### src/rtl/mole_round_ctrl.sv
// mole_round_ctrl: whack-a-mole round sequencer that lights a pseudo-random mole, judges switch toggles and keeps a saturating score.
// Optional build macro WAM_PENALTY_EN: a wrong-switch toggle while a mole is lit costs one point.
`timescale 1ns/1ps
module mole_round_ctrl #(
  parameter int unsigned MOLE_UP_TICKS = 1000,
  parameter int unsigned GAP_TICKS     = 250,
  parameter logic [15:0] LFSR_SEED     = 16'hACE1,
  parameter int unsigned MAX_SCORE     = 99
) (
  input  logic        clk,
  input  logic        reset,
  input  logic        start,
  input  logic        tick,
  input  logic        timer_expired,
  input  logic [15:0] sw,
  output logic [15:0] led,
  output logic [7:0]  score_count,
  output logic [2:0]  state,
  output logic        playing
);
  localparam int unsigned MAX_TICKS = (MOLE_UP_TICKS > GAP_TICKS) ? MOLE_UP_TICKS : GAP_TICKS;
  localparam int CW = (MAX_TICKS > 1) ? $clog2(MAX_TICKS) : 1;
  localparam logic [CW-1:0] GAP_LAST  = CW'(GAP_TICKS - 1);
  localparam logic [CW-1:0] UP_LAST   = CW'(MOLE_UP_TICKS - 1);
  localparam logic [7:0]    SCORE_MAX = 8'(MAX_SCORE);

  typedef enum logic [2:0] {
    ST_IDLE  = 3'd0,
    ST_GAP   = 3'd1,
    ST_UP    = 3'd2,
    ST_JUDGE = 3'd3,
    ST_OVER  = 3'd4
  } state_t;

  state_t        state_reg, state_next;
  logic [CW-1:0] cnt_reg, cnt_next;
  logic [15:0]   lfsr_reg, lfsr_next;
  logic [15:0]   sw_q_reg;
  logic [3:0]    prev_idx_reg, prev_idx_next;
  logic          hit_reg, hit_next;
  logic [7:0]    score_reg, score_next;
  logic [15:0]   led_reg, led_next;
  logic          playing_reg, playing_next;

  logic [15:0]   toggle;
  logic          hit_now;
  logic [3:0]    base_idx, new_idx;

  // led_reg is exactly the one-hot mole while in UP, so it doubles as the hit mask
  assign toggle    = sw ^ sw_q_reg;
  assign hit_now   = |(toggle & led_reg);
  assign base_idx  = lfsr_reg[3:0];
  assign new_idx   = (base_idx == prev_idx_reg) ? base_idx + 4'd1 : base_idx;
  assign lfsr_next = {lfsr_reg[14:0], lfsr_reg[15] ^ lfsr_reg[13] ^ lfsr_reg[12] ^ lfsr_reg[10]};

`ifdef WAM_PENALTY_EN
  logic wrong_now;
  assign wrong_now = |(toggle & ~led_reg);
`endif

  always_comb begin
    state_next    = state_reg;
    cnt_next      = cnt_reg;
    prev_idx_next = prev_idx_reg;
    hit_next      = hit_reg;
    score_next    = score_reg;
    led_next      = led_reg;
    unique case (state_reg)
      ST_IDLE, ST_OVER: begin
        if (start && !timer_expired) begin
          state_next = ST_GAP;
          score_next = '0;
          cnt_next   = '0;
        end
      end
      ST_GAP: begin
        if (timer_expired) begin
          state_next = ST_OVER;
        end else if (tick) begin
          if (cnt_reg == GAP_LAST) begin
            state_next    = ST_UP;
            cnt_next      = '0;
            prev_idx_next = new_idx;
            led_next      = 16'd1 << new_idx;
          end else begin
            cnt_next = cnt_reg + 1'b1;
          end
        end
      end
      ST_UP: begin
        if (timer_expired) begin
          state_next = ST_OVER;
          led_next   = '0;
        end else if (hit_now) begin
          state_next = ST_JUDGE;
          hit_next   = 1'b1;
          led_next   = '0;
        end else begin
`ifdef WAM_PENALTY_EN
          if (wrong_now && score_reg != 8'd0) score_next = score_reg - 8'd1;
`endif
          if (tick) begin
            if (cnt_reg == UP_LAST) begin
              state_next = ST_JUDGE;
              hit_next   = 1'b0;
              led_next   = '0;
            end else begin
              cnt_next = cnt_reg + 1'b1;
            end
          end
        end
      end
      ST_JUDGE: begin
        // an expiring timer discards the pending hit
        if (timer_expired) begin
          state_next = ST_OVER;
        end else begin
          state_next = ST_GAP;
          cnt_next   = '0;
          if (hit_reg && score_reg < SCORE_MAX) score_next = score_reg + 8'd1;
        end
      end
      default: begin
        state_next = ST_IDLE;
        led_next   = '0;
      end
    endcase
    playing_next = (state_next == ST_GAP) || (state_next == ST_UP) || (state_next == ST_JUDGE);
  end

  always_ff @(posedge clk or negedge reset) begin
    if (!reset) begin
      state_reg    <= ST_IDLE;
      cnt_reg      <= '0;
      lfsr_reg     <= LFSR_SEED;
      sw_q_reg     <= '0;
      prev_idx_reg <= '0;
      hit_reg      <= 1'b0;
      score_reg    <= '0;
      led_reg      <= '0;
      playing_reg  <= 1'b0;
    end else begin
      state_reg    <= state_next;
      cnt_reg      <= cnt_next;
      lfsr_reg     <= lfsr_next;
      sw_q_reg     <= sw;
      prev_idx_reg <= prev_idx_next;
      hit_reg      <= hit_next;
      score_reg    <= score_next;
      led_reg      <= led_next;
      playing_reg  <= playing_next;
    end
  end

  assign led         = led_reg;
  assign score_count = score_reg;
  assign state       = state_reg;
  assign playing     = playing_reg;
endmodule

### config.mk
export PLATFORM = sky130hd
export DESIGN_NAME = mole_round_ctrl
export DESIGN_NICKNAME = d
export VERILOG_FILES = /design/src/rtl/mole_round_ctrl.sv
export SDC_FILE = /design/constraint.sdc
export NUM_CORES = 1
export LEC_CHECK = 0
export CAP_MARGIN = 20
export CORE_MARGIN = 10
export CORE_UTILIZATION = 59
export CTS_CLUSTER_SIZE = 20
export DETAILED_ROUTE_END_ITERATION = 8
export PLACE_DENSITY = 0.92
export SYNTH_ARGS = -nofsm -noshare
export SYNTH_HDL_FRONTEND = slang
export SYNTH_SLANG_ARGS = --single-unit
### constraint.sdc
create_clock -name clk -period 5 [get_ports clk]
set_clock_uncertainty 0.2 [all_clocks]
set_input_delay 1 -clock clk [delete_from_list [all_inputs] [get_ports clk]]
set_output_delay 1 -clock clk [all_outputs]
set_load 0.01 [all_outputs]
Yosys cells after proc, flatten, opt, wreduce, memory -nomap -nowiden. Cells that the tools add are included.

Add/subtract/negate cells: 3. Multipliers: 0. Divide/modulo/power cells: 0. Order comparisons: 1. Eq/ne operators: 22. Shifts and indexed selects: 1. Muxes and demuxes: 36. Bitwise gates (word level): 7. Reduce and logical (&&, ||, !) cells: 18.

Operators by type and width (number): 16-bit two-way mux (7); 10-bit two-way mux (9); 16-bit case mux with 3 select lines (1); 10-bit case mux with 4 select lines (1); 3-bit two-way mux (9); 8-bit two-way mux (3); 2-bit inequality test (second input constant) (10); 16-bit bitwise AND (1); 8-bit case mux with 2 select lines (1); 16-bit OR reduction (1); 1-bit by 4-bit left shift with 16-bit output (first input constant) (1); 16-bit XOR (1); 3-bit by 2-bit equality test with 1-bit output (second input constant) (4); 3-bit case mux with 4 select lines (1); 4-bit AND reduction (3); 10-bit by 1-bit adder with 10-bit output (second input constant) (1); 10-bit equality test (second input constant) (1); 10-bit by 8-bit equality test with 1-bit output (second input constant) (1); 9-bit AND reduction (1); 8-bit by 1-bit adder with 8-bit output (second input constant) (1); 8-bit by 7-bit less-than comparator with 1-bit output (second input constant) (1); 4-bit inequality test (second input constant) (2); 3-bit by 1-bit equality test with 1-bit output (second input constant) (2); 6-bit AND reduction (1); other kinds (15) (24).

Flip-flop bits (word level): 75. Bits in latches: 0. Memory bits (writable): 0. Memory bits (read-only): 0. Bits of input ports: 21. Output and inout port bits: 28. Word-level logic and storage cells: 97. Memories: 0.

Logic depth before layout (Yosys ltp).
Depth in word-level cells: 9. Mapped depth: 9. Gate-level depth less buffers: 8.

Least setup slack after synthesis. Ideal clock, no wire load.

Path type: input to register. From: input sw[8]. To: register cnt_reg[5]. Setup time: 0.129 ns. Arrival time: 2.168 ns. Required time: 4.671 ns. Setup slack: 2.503 ns. Stages on the path: 7. Cell sequence: xor2_1 > a22oi_1 > and4_1 > and2_1 > clkbuf_1 > o2111ai_1 > mux2i_1.

Longest elaborated chain between the ends: 5.

RTL lines: start: declaration (RTL line 15) `input logic [15:0] sw,`; 16-bit XOR (RTL line 50) `assign toggle = sw ^ sw_q_reg;`; 16-bit bitwise AND (RTL line 51) `assign hit_now = |(toggle & led_reg);`; 16-bit OR reduction (RTL line 51); 2-bit inequality test (no source line); 9-bit AND reduction (no source line); end signal: assignment (RTL line 144) `cnt_reg <= cnt_next;`; end: declaration (RTL line 36) `logic [CW-1:0] cnt_reg, cnt_next;`.

No other way between the ends. A chain may end at the register's enable or synchronous reset.

Worst setup path after layout.
From: input timer_expired. To: register cnt_reg[7].

Longest elaborated chain between the ends: 4. Elaborated cells between the ends (all ways): 7. Those cells by class: 4 x eq/ne; 3 x reduce/logical.

RTL lines: start: declaration (RTL line 14) `input logic timer_expired,`; 1-bit zero test (RTL line 70) `if (start && !timer_expired) begin`; 1-bit logical AND (RTL line 70); 2-bit inequality test (no source line); 9-bit AND reduction (no source line) *.

Every way passes the cells marked *; elsewhere a longest branch is shown, timed or not.

==> impl_metrics.ini <==
[outcome]
status = complete, no violations

[setup_path]
end_kind = register
r2r_start = lfsr_reg[2]
start_kind = input pin
worst_ep_required_time_ps = 5030
crit_fanout = 15
crit_path_start = timer_expired
crit_type = in -> reg
arrival_ps = 3220

[die]
io_pins = 49
die_x_um = 98.2
core_area_sq_um = 5920
die_h_um = 98.2
row_count = 28
dieArea_sq_um = 9640
start_util = 0.609

[logic_synthesis]
synth-simple-area-share = 0.167
netlist_top_cells_count = dfrtp_1, nand2_1, xor2_1
async_flop_share = 1.00
synth_top_area_frac = 0.465
yosysWarnings = 0
synth_nets = 352
yosys.area.top_type = dfrtp_1
synth_top_family_by_area = simple AND/OR/NAND/NOR gates
synth_flop_cell = dfrtp_1
synth-seq-cells = 75
muxShareOfSynthArea = 0.0299
synth_compound_area_frac = 0.159
synth_enable_flop_cells = 0
synth.distinct_cells = 59
syn_avg_cell_area_sq_um = 11.0
synth_most_common_cell = dfrtp_1
syn_inst = 327
syn_area_sq_um = 3600
synth_fa_ha_area_frac = 0.0167
seq_area_frac_synth = 0.523
synthXorXnorAreaFrac = 0.0750
synthTopCellsByArea = dfrtp_1, dfstp_2, xor2_1

[placed_design]
dp.final_hpwl_mm = 5.57
io_buffers = 48
globalplace.congestion = 0.873
dp_slack_ps = 1510

[clocking]
clk_pin_slew_worst_paths_ps = 80
htreeDepth = 3
clockBufferDepth = 2
cts.sinks = 75
ctsHoldBuffers = 0
clock-root-buffer = clkbuf_8
cts_made_buffers = 9
cts_tree = done
post_cts_buffers = 0
cts_resized = 0
clk_latency_ps = 360

[routing]
drt-total-wl_mm = 8.19
dr.pass1.iters = 4
routed_via_density = 6.09
drc_errors = 0
drtIter0Drc = 234
antenna_left = 0
vias = 2765
wl_per_cell_um = 18.0

[power_and_ir_drop]
irDropWorstVdd_mv = 0.217
pwr-share-seq = 0.534
powerDensity_nw_per_um2 = 278
comb_power_share = 0.110
power_frac_clock = 0.356
netSwitchingFraction = 0.278
intPower_uw = 858
netSwitchingPower_uw = 330
power.leakage_uw = 0.00182

[global_route]
track_usage = 0.171
grt_pass1_vias = 2813
grt_first_pass_wirelength_mm = 13.8
gr-total-overflow = 0
antenna_found_initial = 0
grt_max_degree = 41

[timing]
timing.final.crit_period_ps = 3190
worstMarginPinSlew_ps = 896
slew_violations = 0
hold_viol = 0
setup_tns_ps = 0
setup-violations-final = 0
final.period_utilization = 0.637
rsz0062_at_grt = false
slew_headroom = 0.402
setup_slack_ps = 1810
max_freq_mhz = 314

[layout]
finalNetCount = 399
post-route-util = 0.722
multiInputGateArea_sq_um = 1610
fill_cells = 402
drive_above_1_share = 0.116
area_delta_synth_final_pct = 18.6
n_antenna_cell = 0
ff_latch_area_sq_um = 1890

[run]
cap_violations = 0

[worst_hold_path]
hold_class = reg -> reg
min_from = lfsr_reg[9]
[cell type report]
type	count	share of cell area
Timing Repair Buffer	49	0.113
Inverter	6	0.00527
Tap cell	75	0.0219
Clock inverter	6	0.0114
Sequential cell	75	0.441
Clock buffer	10	0.0299
Multi-Input combinational cell	233	0.377
[kinds of logic (layout without fill, tap and decap cells)]
| kind of cell | count (synthesis) | after routing |
|---|---|---|
| buffers and inverters | 19 | 71 |
| flip-flops | 75 | 75 |
| multiplexers | 10 | 10 |
| XOR/XNOR | 30 | 30 |
| AND/OR/NAND/NOR | 115 | 115 |
| adder cells (fa/ha/maj) | 5 | 5 |
| AO/OA/AOI/OAI | 73 | 73 |
[worst paths after layout]
check	to	slack (ps)	depth (start not counted)
max	cnt_reg[7]	1810	6
min	lfsr_reg[10]	160	0
max reg2reg	led[12]	2350	6
min reg2reg	lfsr_reg[10]	160	0
max in group asynchronous	lfsr_reg[7]	3050	2
min in group asynchronous	score_count[1]	560	1
[stage by stage]
step	hold WS (ps)	std cells	cell area, sq um	total power [uW]
after floorplan	131	327	3600	714
after global placement	136	438	4100	771
after detailed placement	139	438	4100	776
after CTS	154	454	4280	1200
after global routing	170	454	4280	1240
final	155	454	4280	1190
[metal layers]
metal,vias up,GRT usage,part of all wire
met1,1378,0.217,0.45
met2,107,0.263,0.46
met5,-,0,0
met3,14,0.0578,0.072
met4,0,0.0639,0.015
li1,1266,-,-
[critical path, stage by stage]
cell	delay [ps]
clkdlybuf4s50_1	710
nor4b_2	540
a21oi_1	220
nor2_1	370
o2111ai_1	220
mux2i_1	150
[layout by cell type (no fill, tap or decap), types with 3 or more instances in the layout]
| master | count |
|---|---|
| dfrtp_1 | 67 |
| clkdlybuf4s50_1 | 47 |
| nand2_1 | 34 |
| xor2_1 | 22 |
| nor2_1 | 20 |
| o2bb2ai_1 | 17 |
| nand3_1 | 15 |
| o21ai_0 | 12 |
| a22oi_1 | 9 |
| clkbuf_8 | 9 |
| dfstp_2 | 8 |
| nand2b_1 | 7 |
| xnor2_1 | 7 |
| inv_1 | 6 |
| and2_1 | 6 |
| mux2_2 | 5 |
| nor2b_1 | 4 |
| nand4_1 | 4 |
| a21oi_1 | 4 |
| o2111ai_1 | 4 |
| mux2i_1 | 4 |
| nor3_1 | 4 |
| ha_1 | 4 |
| a21o_1 | 3 |
| a21oi_2 | 3 |
| or2_2 | 3 |
| a211o_1 | 3 |
| clkinvlp_4 | 3 |
[power groups by stage]
stage                     Combinational, uW  Clock, uW  Sequential (uW)
after floorplan                        68.1          0              646
after global placement                  125          0              646
after detailed placement                129          0              647
after CTS                               130        430              635
after global routing                    142        458              637
final                                   130        424              635
Note: power is estimated with default switching activity, not from simulation.
